**src/rtl/mult_issue_ctrl.sv**
```systemverilog
// mult_issue_ctrl: initiator side of the multi-cycle multiplier interface.
//
// Accepts one ALU or MULT op per cycle over valid/ready, starts the external 4-cycle
// multiplier, tracks the pending MULT tag, and merges 2-cycle ALU results and 4-cycle
// MULT results onto one registered writeback port. A sticky proto_err flags any
// disagreement between the local multiplier mirror and the multiplier's own strobes.
//
// Ports:
//   clock, reset                    single clock, synchronous active-high reset
//   issue_valid/ready/is_mult/rd    issue handshake and op descriptor
//   issue_operand_A/B, alu_result   MULT operands / precomputed ALU result
//   mult_select, mult_operand_A/B   start pulse and operands to the multiplier
//   mult_result, mult_ready         multiplier product and its result-cycle strobe
//   mult_stall_alu, mult_stall_mult multiplier collision / busy indications
//   wb_valid, wb_rd, wb_data        registered writeback port
//   proto_err                       sticky protocol-mismatch flag
//
// Optional feature macro: MULT_ISSUE_PERF_EN adds perf_alu_cnt, perf_mult_cnt and
// perf_stall_cnt (32-bit wrapping counters of ALU accepts, MULT accepts and stalled
// cycles once the post-reset drain is over).
module mult_issue_ctrl #(
  parameter int unsigned DATA_WIDTH = 32,
  parameter int unsigned REG_BITS   = 5
) (
  input  logic                  clock,
  input  logic                  reset,
  input  logic                  issue_valid,
  output logic                  issue_ready,
  input  logic                  issue_is_mult,
  input  logic [REG_BITS-1:0]   issue_rd,
  input  logic [DATA_WIDTH-1:0] issue_operand_A,
  input  logic [DATA_WIDTH-1:0] issue_operand_B,
  input  logic [DATA_WIDTH-1:0] issue_alu_result,
  output logic                  mult_select,
  output logic [DATA_WIDTH-1:0] mult_operand_A,
  output logic [DATA_WIDTH-1:0] mult_operand_B,
  input  logic [DATA_WIDTH-1:0] mult_result,
  input  logic                  mult_ready,
  input  logic                  mult_stall_alu,
  input  logic                  mult_stall_mult,
  output logic                  wb_valid,
  output logic [REG_BITS-1:0]   wb_rd,
  output logic [DATA_WIDTH-1:0] wb_data,
  output logic                  proto_err
`ifdef MULT_ISSUE_PERF_EN
  ,
  output logic [31:0]           perf_alu_cnt,
  output logic [31:0]           perf_mult_cnt,
  output logic [31:0]           perf_stall_cnt
`endif
);

  logic [1:0]            drain_q;
  logic [1:0]            mcnt_q;
  logic [REG_BITS-1:0]   mtag_q;
  logic                  stage_valid_q;
  logic [REG_BITS-1:0]   stage_rd_q;
  logic [DATA_WIDTH-1:0] stage_data_q;
  logic                  wb_valid_q;
  logic [REG_BITS-1:0]   wb_rd_q;
  logic [DATA_WIDTH-1:0] wb_data_q;
  logic                  proto_err_q;

  logic drain_done;
  logic accept;
  logic mult_accept;
  logic alu_accept;
  logic mult_capture;
  logic err_now;

  always_comb begin
    drain_done   = (drain_q == 2'd0);
    issue_ready  = !reset && drain_done &&
                   (issue_is_mult ? (mcnt_q == 2'd0) : !mult_stall_alu);
    accept       = issue_valid && issue_ready;
    mult_accept  = accept && issue_is_mult;
    alu_accept   = accept && !issue_is_mult;
    mult_select  = mult_accept;
    mult_capture = mult_ready && (mcnt_q == 2'd3);
    // Checks are masked while draining: the multiplier keeps no reset and may still
    // emit strobes for an op that was in flight when reset hit.
    err_now      = (drain_done &&
                    ((mult_ready != (mcnt_q == 2'd3)) ||
                     (mult_stall_mult && !mult_select && (mcnt_q != 2'd1)))) ||
                   (mult_capture && stage_valid_q);
  end

  assign mult_operand_A = issue_operand_A;
  assign mult_operand_B = issue_operand_B;
  assign wb_valid       = wb_valid_q;
  assign wb_rd          = wb_rd_q;
  assign wb_data        = wb_data_q;
  assign proto_err      = proto_err_q;

  always_ff @(posedge clock) begin
    if (reset) begin
      drain_q       <= 2'd3;
      mcnt_q        <= 2'd0;
      mtag_q        <= '0;
      stage_valid_q <= 1'b0;
      stage_rd_q    <= '0;
      stage_data_q  <= '0;
      wb_valid_q    <= 1'b0;
      wb_rd_q       <= '0;
      wb_data_q     <= '0;
      proto_err_q   <= 1'b0;
    end else begin
      if (!drain_done) begin
        drain_q <= drain_q - 2'd1;
      end

      // mcnt mirrors the multiplier pipeline: 1..3 while a product is in flight.
      if (mult_accept) begin
        mcnt_q <= 2'd1;
        mtag_q <= issue_rd;
      end else if (mcnt_q != 2'd0) begin
        mcnt_q <= mcnt_q + 2'd1;
      end

      stage_valid_q <= alu_accept;
      if (alu_accept) begin
        stage_rd_q   <= issue_rd;
        stage_data_q <= issue_alu_result;
      end

      // MULT result wins any same-cycle conflict; the lost ALU result raises proto_err.
      if (mult_capture) begin
        wb_valid_q <= 1'b1;
        wb_rd_q    <= mtag_q;
        wb_data_q  <= mult_result;
      end else begin
        wb_valid_q <= stage_valid_q;
        if (stage_valid_q) begin
          wb_rd_q   <= stage_rd_q;
          wb_data_q <= stage_data_q;
        end
      end

      if (err_now) begin
        proto_err_q <= 1'b1;
      end
    end
  end

`ifdef MULT_ISSUE_PERF_EN
  logic [31:0] perf_alu_q;
  logic [31:0] perf_mult_q;
  logic [31:0] perf_stall_q;

  always_ff @(posedge clock) begin
    if (reset) begin
      perf_alu_q   <= '0;
      perf_mult_q  <= '0;
      perf_stall_q <= '0;
    end else begin
      if (alu_accept)  perf_alu_q  <= perf_alu_q + 32'd1;
      if (mult_accept) perf_mult_q <= perf_mult_q + 32'd1;
      if (issue_valid && !issue_ready && drain_done) perf_stall_q <= perf_stall_q + 32'd1;
    end
  end

  assign perf_alu_cnt   = perf_alu_q;
  assign perf_mult_cnt  = perf_mult_q;
  assign perf_stall_cnt = perf_stall_q;
`endif

endmodule
```
**config.mk**
```make
export PLATFORM = sky130hd
export DESIGN_NAME = mult_issue_ctrl
export DESIGN_NICKNAME = d
export VERILOG_FILES = /design/src/rtl/mult_issue_ctrl.sv
export SDC_FILE = /design/constraint.sdc
export NUM_CORES = 1
export LEC_CHECK = 0
export ABC_AREA = 1
export ABC_CLOCK_PERIOD_IN_PS = 1900
export BUFFER_PORTS_ARGS = -buffer_cell sky130_fd_sc_hd__buf_2
export CORE_MARGIN = 10
export CORE_UTILIZATION = 44
export CTS_CLUSTER_SIZE = 12
export DETAILED_ROUTE_END_ITERATION = 7
export MAX_ROUTING_LAYER = met4
export PLACE_DENSITY = 0.8
export SETUP_SLACK_MARGIN = 0.5
export SYNTH_ARGS = -nofsm -noshare
export SYNTH_HDL_FRONTEND = slang
export SYNTH_SLANG_ARGS = --single-unit
```
**constraint.sdc**
```tcl
create_clock -name clock -period 1.9 [get_ports clock]
set_clock_uncertainty 0.2 [all_clocks]
set_input_delay 0.285 -clock clock [delete_from_list [all_inputs] [get_ports clock]]
set_output_delay 0.285 -clock clock [all_outputs]
set_load 0.02 [all_outputs]
```
==> flow_summary_export.csv <==
group,metric,value,unit
outcome,status,"complete, but fails checks",
outcome,violations,"setup timing",
layout,final_util,72.5,%
placement,hpwlAfterDp,7540,um
power,power_density,663,mW/mm2
floorplanning,die_w,118,um
timing,fmax,520,MHz
synth,synthTopCellsByArea,"dfxtp_1 (41%), nand2_1 (14%), buf_4 (11%)",
routing,num_vias,4181,
worst_setup_path,reg2reg_to,"stage_data_q[26]",
synth,synth_compound_area_share,9.05,%
timing,relSlewSlack,78.5,%
global_route,grt_busiest_layer,"met2",
timing,rsz0062_at_grt,"true",
power,leakagePower,3.34,nW
global_route,grt-ovfl-total,0,
synth,syn_area,0.00425,mm2
worst_setup_path,required,1.41,ns
placement,place_area,0.00459,mm2
placement,gp_congestion,0.799,
timing,finalHoldViolCount,0,
worst_setup_path,worstPathArrival,1.44,ns
floorplanning,fp.dieH,118,um
synth,syn_area_per_cell,6.74,um2
global_route,grt_pass1_vias,4259,
synth,synthXorXnorAreaFrac,0.206,%
timing,period_minus_slack,1.92,ns
power,power,0.00448,W
placement,io_buffers,116,
synth,yosysTopAreaCellShare,40.5,%
floorplanning,row_count,35,
cts,htreeDepth,3,
floorplanning,ioPinCount,245,
synth,synth_cells,630,
floorplanning,die_area,0.0140,mm2
layout,fin_nets,906,
timing,tightest_slew,0.322,ns
timing,finalSetupViolCount,1,
synth,synth_top_family_by_area,"buffers and inverters",
worst_setup_path,crit_start,"mcnt_q[1]",
cts,cts_tree,"yes",
global_route,grt_pass1_wl,21500,um
global_route,grt_usage,19.0,%
timing,maxSlewViolCount,0,
layout,design_area,0.00676,mm2
routing,drcViolationCount,0,
synth,synth_top_area_cell,"dfxtp_1",
routing,wl_per_cell,15.8,um
run,maxCapViolations,0,
layout,drive_above_1_share,46.7,%
global_route,antenna_found_initial,0,
routing,totalWireLength,14100,um
layout,area_delta_synth_final,59.2,%
routing,ant_nets,0,
synth,synth_seq_area_share,40.5,%
global_route,grt_max_degree,49,
power,peakVddDrop,483,uV
synth,synth_seq_cells,86,
cts,cts_sinks,86,
cts,clk_pin_slew_worst_paths,0.09,ns
worst_setup_path,setup.worst_path.start_class,"flop",
worst_setup_path,critical_path_class,"flop to primary output",
cts,cts-root-buf,"clkbuf_8",
timing,post-route-period-util,101,%
floorplanning,core,0.00933,mm2
min_path,hold_path.class,"input pin to flop",
routing,detail_route.first_pass.iterations,4,
synth,yosysWarnings,0,
global_route,use_met2,31.7,%
layout,fin_cells,895,
placement,place_inst,796,
worst_setup_path,worst_setup_path_end_kind,"primary output",
layout,diodes,0,
synth,synthSimpleGateAreaFrac,24.2,%
global_route,use_met1,21.1,%
timing,holdWs,0.0351,ns
synth,ys_types,25,
routing,drtIter0Drc,234,
worst_setup_path,crit_end,"mult_select",
global_route,use_met3,4.71,%
worst_setup_path,r2r_cells,12,
worst_setup_path,crit_fanout,2,
floorplanning,initial_core_util,45.5,%
synth,synth-adder-area-share,1.47,%
synth,synthMuxAreaShare,0,%
cts,clk-insertion-delay-late,0.34,ns
cts,cts_made_buffers,9,
cts,clockBufferDepth,2,
timing,setup_slack,-0.0223,ns
worst_setup_path,rrSetupSlack,0.03,ns
routing,vias_per_cell,4.67,
synth,synth_fp_nets,775,
worst_setup_path,r2r-start,"mcnt_q[1]",
[power breakdown]
part           total (W)  internal, W  switching, W
clock            0.00154     0.000873      0.000669
combinational    0.00102     0.000498      0.000518
sequential       0.00192      0.00188     0.0000419
[worst min-delay path by stage]
stage	start	end	slack [ns]	cells after the start
after global placement	drain_q[0]	drain_q[0]	0.26	1
after CTS	mult_result[23]	wb_data[23]	0.02	5
after global routing	mult_result[21]	wb_data[21]	0.04	5
after detailed placement	drain_q[0]	drain_q[0]	0.26	1
after floorplan	reset	mcnt_q[0]	0.14	1
final	mult_result[21]	wb_data[21]	0.04	5
[per-stage QoR]
stage	worst slack [ns]	setup TNS (ns)
6_report	-0.0223	-0.0223
2_1_floorplan	0.319	0
3_3_place_gp	0.191	0
5_1_grt	-0.0971	-0.326
3_5_place_dp	0.151	0
4_1_cts	-0.0634	-0.0683
[repair_timing]
item                       4_1_cts  5_1_grt
cloned                          15        3
pin swaps                       16       46
hold buffers                    37        0
setup endpoints to repair       87      101
hold endpoints to repair        41        0
gates resized for setup        140      135
buffers inserted                20        8
[area by class of cell]
class | instances | area (um2)
fill | 656 | 2570
multi-input combinational | 341 | 2170
timing repair buffer | 208 | 1950
sequential | 86 | 1730
inverter | 112 | 450
tap | 129 | 161
clock buffer | 10 | 128
clock inverter | 6 | 109
timing repair inverter | 3 | 57.6
[sequential cells by signal, summed over array words and instances (netlist names)]
name / cells
drain_q: 2
mcnt_q: 2
mtag_q: 5
proto_err: 1
stage_data_q: 32
stage_rd_q: 5
stage_valid_q: 1
wb_data: 32
wb_rd: 5
wb_valid: 1
[layer usage]
layer / up-vias / part of all wire [%]
met4: 0 / 2.9
met3: 41 / 6.0
met2: 156 / 52
li1: 2068 / -
met1: 1916 / 39
met5: - / 0
[cell usage after synthesis]
cell type	n
a21oi_1	4
a22oi_1	3
and2_1	1
buf_1	4
buf_2	10
buf_4	65
buf_6	3
clkbuf_1	9
clkinv_1	1
dfxtp_1	86
ha_1	5
inv_1	108
inv_2	3
nand2_1	157
nand2_2	1
nand3_1	1
nand4_1	2
nor2_1	106
nor2_4	1
o211ai_1	14
o21ai_0	35
o21ai_1	7
o21ai_2	1
o221ai_1	2
xor2_1	1
[placed cells by master, fill, tap and decap left out, drive strengths merged]
cell type,instances
clkbuf,12
nor2,107
dlygate4sd3,37
buf,169
clkinv,6
o211ai,14
a22oi,3
xor2,1
inv,111
nand2,158
dfxtp,86
ha,5
o221ai,2
a21oi,4
bufinv,3
nand3,1
and2,1
nand4,2
o21ai,43
clkinvlp,1
[logic make-up after synthesis]
logic type | Yosys count
adder cells (fa/ha/maj) | 5
flip-flops | 86
XOR/XNOR | 1
buffers and inverters | 203
AND/OR/NAND/NOR | 269
AO/OA/AOI/OAI | 66
[critical path: stages, from the launching register on]
cell and delay (ns):
dfxtp_2 0.33, inv_2 0.07, ha_4 0.14, nand2_2 0.05, o21ai_2 0.06, nand4_1 0.23
clkinv_4 0.09, buf_6 0.11
No activity file was read; power rests on OpenSTA's default activity.
